**src/rtl/dmni_mem_arbiter.sv**
```systemverilog
// Arbitrates a single-port local memory between the DMNI DMA engine (absolute
// priority) and the CPU, with read-data steering, starvation flag and stall counter.
module dmni_mem_arbiter #(
    parameter int STARVE_LIMIT = 16,
    parameter int CNT_WIDTH    = 16
) (
    input  logic                 clk_i,
    input  logic                 rst_ni,
    input  logic                 dmni_req_i,
    input  logic [3:0]           dmni_we_i,
    input  logic [31:0]          dmni_addr_i,
    input  logic [31:0]          dmni_wdata_i,
    output logic [31:0]          dmni_rdata_o,
    input  logic                 cpu_req_i,
    input  logic [3:0]           cpu_we_i,
    input  logic [31:0]          cpu_addr_i,
    input  logic [31:0]          cpu_wdata_i,
    output logic                 cpu_gnt_o,
    output logic                 cpu_rvalid_o,
    output logic [31:0]          cpu_rdata_o,
    output logic                 cpu_starve_o,
    output logic [CNT_WIDTH-1:0] stall_cnt_o,
    output logic [3:0]           mem_we_o,
    output logic [31:0]          mem_addr_o,
    output logic [31:0]          mem_wdata_o,
    input  logic [31:0]          mem_rdata_i
);

    localparam int WAIT_W = $clog2(STARVE_LIMIT + 1);

    typedef enum logic [1:0] {
        OWN_NONE = 2'd0,
        OWN_CPU  = 2'd1,
        OWN_DMNI = 2'd2
    } owner_e;

    owner_e              owner_r;
    owner_e              owner_next_s;
    logic                dmni_sel_s;
    logic                cpu_sel_s;
    logic                cpu_stall_s;
    logic [31:0]         addr_hold_r;
    logic [31:0]         wdata_hold_r;
    logic [31:0]         cpu_rdata_r;
    logic [WAIT_W-1:0]   wait_r;
    logic [WAIT_W-1:0]   wait_next_s;
    logic                starve_r;
    logic [CNT_WIDTH-1:0] stall_cnt_r;

    // Nothing owns the memory while reset is held, so no write can leak out.
    assign dmni_sel_s  = rst_ni & dmni_req_i;
    assign cpu_sel_s   = rst_ni & ~dmni_req_i & cpu_req_i;
    assign cpu_stall_s = cpu_req_i & ~cpu_sel_s;

    // Memory port steering: DMNI first, then CPU, otherwise park on last address/data.
    always_comb begin
        mem_we_o    = 4'h0;
        mem_addr_o  = addr_hold_r;
        mem_wdata_o = wdata_hold_r;
        if (dmni_sel_s) begin
            mem_we_o    = dmni_we_i;
            mem_addr_o  = dmni_addr_i;
            mem_wdata_o = dmni_wdata_i;
        end else if (cpu_sel_s) begin
            mem_we_o    = cpu_we_i;
            mem_addr_o  = cpu_addr_i;
            mem_wdata_o = cpu_wdata_i;
        end else begin
            mem_we_o    = 4'h0;
        end
    end

    // Who will own the read data returning next cycle.
    always_comb begin
        owner_next_s = OWN_NONE;
        if (dmni_sel_s) begin
            owner_next_s = OWN_DMNI;
        end else if (cpu_sel_s && (cpu_we_i == 4'h0)) begin
            owner_next_s = OWN_CPU;
        end else begin
            owner_next_s = OWN_NONE;
        end
    end

    // Consecutive-wait counter, saturating at the starvation threshold.
    always_comb begin
        wait_next_s = {WAIT_W{1'b0}};
        if (cpu_stall_s) begin
            if (wait_r >= WAIT_W'(STARVE_LIMIT)) begin
                wait_next_s = wait_r;
            end else begin
                wait_next_s = wait_r + WAIT_W'(1);
            end
        end else begin
            wait_next_s = {WAIT_W{1'b0}};
        end
    end

    // Arbiter state: parked bus values, read owner, CPU data, starvation and stall stats.
    always_ff @(posedge clk_i or negedge rst_ni) begin
        if (!rst_ni) begin
            owner_r      <= OWN_NONE;
            addr_hold_r  <= 32'h0000_0000;
            wdata_hold_r <= 32'h0000_0000;
            cpu_rdata_r  <= 32'h0000_0000;
            wait_r       <= {WAIT_W{1'b0}};
            starve_r     <= 1'b0;
            stall_cnt_r  <= {CNT_WIDTH{1'b0}};
        end else begin
            owner_r <= owner_next_s;
            if (dmni_sel_s || cpu_sel_s) begin
                addr_hold_r  <= mem_addr_o;
                wdata_hold_r <= mem_wdata_o;
            end
            if (owner_r == OWN_CPU) begin
                cpu_rdata_r <= mem_rdata_i;
            end
            wait_r   <= wait_next_s;
            starve_r <= (wait_next_s >= WAIT_W'(STARVE_LIMIT));
            if (cpu_stall_s && (stall_cnt_r != {CNT_WIDTH{1'b1}})) begin
                stall_cnt_r <= stall_cnt_r + CNT_WIDTH'(1);
            end
        end
    end

    // Returning read data is forwarded to the CPU in the cycle it arrives, then held.
    assign dmni_rdata_o = mem_rdata_i;
    assign cpu_gnt_o    = cpu_sel_s;
    assign cpu_rvalid_o = (owner_r == OWN_CPU);
    assign cpu_rdata_o  = (owner_r == OWN_CPU) ? mem_rdata_i : cpu_rdata_r;
    assign cpu_starve_o = starve_r;
    assign stall_cnt_o  = stall_cnt_r;

endmodule

```
**config.mk**
```make
export PLATFORM = sky130hd
export DESIGN_NAME = dmni_mem_arbiter
export DESIGN_NICKNAME = d
export VERILOG_FILES = /design/src/rtl/dmni_mem_arbiter.sv
export SDC_FILE = /design/constraint.sdc
export NUM_CORES = 1
export LEC_CHECK = 0
export ABC_AREA = 1
export BUFFER_PORTS_ARGS = -buffer_cell sky130_fd_sc_hd__buf_2
export CAP_MARGIN = 5
export CORE_MARGIN = 2
export CORE_UTILIZATION = 41
export DETAILED_ROUTE_END_ITERATION = 16
export HOLD_SLACK_MARGIN = 0.03
export PLACE_DENSITY_LB_ADDON = 0.25
export SLEW_MARGIN = 20
export SYNTH_ARGS = -nofsm -noshare
export SYNTH_HDL_FRONTEND = slang
export SYNTH_SLANG_ARGS = --single-unit
export TNS_END_PERCENT = 5
```
**constraint.sdc**
```tcl
create_clock -name clk_i -period 1.36 [get_ports clk_i]
set_input_delay 0 -clock clk_i [delete_from_list [all_inputs] [get_ports clk_i]]
set_output_delay 0 -clock clk_i [all_outputs]
set_load 0.02 [all_outputs]
```
==> qor.txt <==
hold_sp -> rst_ni
GR Util All Layers -> 26.76%
placer congestion estimate -> 0.8245
synthesized net count -> 950
Max FO, Critical Path -> 16
HPWL after DPL -> 12.85 mm
post-synthesis xor/xnor area fraction -> 0.2933%
Syn Inst Count -> 775
Final Cell Area -> 10,150 µm²
Top FF cell, synth -> dfrtp_1
Die H -> 124.7 µm
via count -> 7,060
Synth Area in Compound Gates -> 1.550%
FILL cells -> 1,065
Synth warnings -> 0
Post-CTS Setup Bufs -> 0
Placed Area -> 7736 µm²
DRC viols -> 0
vias in the first global route -> 7,064
Reg clk slew, reported paths -> 0.05 ns
Worst EP required -> 1.36 ns
drt first pass iters -> 5
Core Area -> 14,370 µm²
Antenna Cells -> 0
status -> finished, violations left
Starting Density -> 41.56%
Setup Skew -> 0.003634 ns
unrepaired setup endpoints after global routing -> true
Cell Pwr Density -> 1266 nW/µm²
Adder-Cell Fraction of Synth Area -> 0.6285%
Finished Core Util -> 70.65%
GRT Max-Usage Layer -> met2
main combinational cell family by area after synthesis -> simple AND/OR/NAND/NOR gates
GR Util met2 -> 46.58%
mux contribution to synthesized area -> 0%
Final #Nets -> 1,428
failing checks -> negative setup slack
VDD IR max -> 0.7983 mV
layout cells sized above 1 -> 32.62%
Critical Path End Type -> output pin
Worst-Skew Late Latency -> 0.42 ns
synth cell count leaders -> 352 x nand2_1, 141 x nand3_1, 119 x dfrtp_1, 35 x buf_4, 32 x inv_1
io pins -> 323
final count of hold timing violations -> 0
CTS tree -> yes
WP data arrival -> 1.48 ns
CTS sink count -> 119
Mean Syn Cell Area -> 7.706 µm²
RR Startpoint -> stall_cnt_o[1]
Area contributors post-synth -> dfrtp_1 50%, nand2_1 22%, nand3_1 12%
FFs w/ async S/R, synth -> 100.0%
total CTS buffers -> 17
antenna-violating nets left -> 0
Final period util -> 108.9%
Slew HR -> 55.03%
largest net degree at the start of global routing -> 77
wire per inst -> 14.15 µm
Slew Viols, Final -> 0
Vias/cell -> 4.869
overall power -> 0.01285 W
die width -> 124.7 µm
fin worst setup slack -> -0.1207 ns
Hold Crit Class -> in -> reg
EDFF count, synth -> 0
H-tree Lvls -> 4
number of placement rows -> 44
static leakage -> 5.472 nW
minimum clock period -> 1.481 ns
Port Buffers -> 322
initial antenna violation count -> 0
Yosys top cell by area -> dfrtp_1
clock buffer depth -> 2
cell with the most instances after synthesis -> nand2_1
global-route wire length before repair -> 33.73 mm
initial DRC count -> 386
Worst-Margin Slew -> 0.6746 ns
final hold slack -> 0.1121 ns
grt met3 use -> 6.615%
Netlist cell types -> 28
fmax -> 675.4 MHz
synthesized flop and latch total -> 119
final setup TNS -> -3.412 ns
Post-Synthesis Cell Area -> 5972 µm²
Synth Area in Simple Gates -> 39.18%
met1 Track Usage GR -> 31.30%
Synth top area share -> 49.86%
max_cap viols -> 0
post-synthesis sequential area ratio -> 49.86%
CP startpoint -> owner_r[0]
Root Driver -> clkbuf_16
Startpoint Class -> register
critical path class -> reg -> out
GRT overflow -> 0
WL final -> 20.52 mm
Area Growth Syn to Fin -> 69.98%
Die ar. -> 15,550 µm²
final setup fails -> 32
critical path: stages, from the launching register on:
cell	delay, ns
dfrtp_1	0.35
inv_1	0.09
nor2_4	0.06
inv_2	0.11
buf_12	0.16
nand2_1	0.06
nand2_1	0.07
buf_2	0.16
per-layer routing:
layer	vias up	share of wire [%]
met5	-	0
met4	0	3.3
met3	53	6.8
met2	283	50
met1	3305	39
li1	3419	-
metrics by stage:
| step | setup slack [ns] | std cells |
|---|---|---|
| 2_1_floorplan | 0.005364 | 775 |
| 3_3_place_gp | 0.04380 | 1251 |
| 3_5_place_dp | 0.002873 | 1251 |
| 4_1_cts | -0.1517 | 1450 |
| 5_1_grt | -0.2486 | 1450 |
| 6_report | -0.1207 | 1450 |
logic make-up after synthesis:
family / Yosys count
AOI/OAI and AO/OA: 16
DFF: 119
and+or+nand+nor: 542
adders and majority gates: 3
xor gates and xnor gates: 2
buffers and inverters: 93
area by class of cell:
| type | count | area (µm²) | share of cell area, % |
|---|---|---|---|
| clock buffers | 20 | 466.7 | 4.598 |
| repair buffers | 517 | 3647 | 35.93 |
| well taps | 184 | 230.2 | 2.268 |
| clock inverters | 12 | 173.9 | 1.713 |
| flip-flops and latches | 119 | 2982 | 29.37 |
| inverters | 35 | 131.4 | 1.294 |
| multi-input cells | 563 | 2520 | 24.82 |
power by group:
part           switching [W]  leakage, nW  internal (W)
clock network        0.00164        0.304       0.00320
logic                0.00208         3.76       0.00165
registers           0.000226         1.41       0.00407
flip-flops by register name, indices dropped and copies added (netlist names):
register	flops
owner_r	2
wait_r	4
wdata_hold_r	32
stall_cnt_o	16
cpu_starve_o	1
cpu_rdata_r	32
addr_hold_r	32
what timing repair did:
item | in CTS | in global routing
pin swaps | 2 | 1
endpoints found under the hold margin | 220 | 0
gates resized for setup | 27 | 6
setup endpoints to repair | 35 | 50
hold buffers | 166 | 0
cloned | 1 | 0
placed cells by master (no fill, tap or decap), drive strengths merged:
cell         count
clkinvlp         4
a31oi            1
clkbuf          20
o21ai           10
nand2          361
dfrtp          119
ha               3
nor3             4
xnor2            2
clkinv           4
nand4            7
a21oi            3
dlygate4sd3    166
buf            351
nand3b           2
inv             35
nor4b            1
nor2            26
bufinv           4
nand3          141
a22o             2
path summary, 6_finish.rpt:
check                             endpoint  slack (ns)  cells past startpoint
setup reg to reg            stall_cnt_o[2]        0.01                      7
min in group asynchronous  wdata_hold_r[1]        0.32                      3
setup / recovery           cpu_rdata_o[29]       -0.12                      7
hold reg to reg            cpu_rdata_r[26]        0.46                      2
hold / removal              stall_cnt_o[0]        0.11                      6
max in group asynchronous   stall_cnt_o[0]        0.52                      3
No activity file was read; power rests on OpenSTA's default activity.
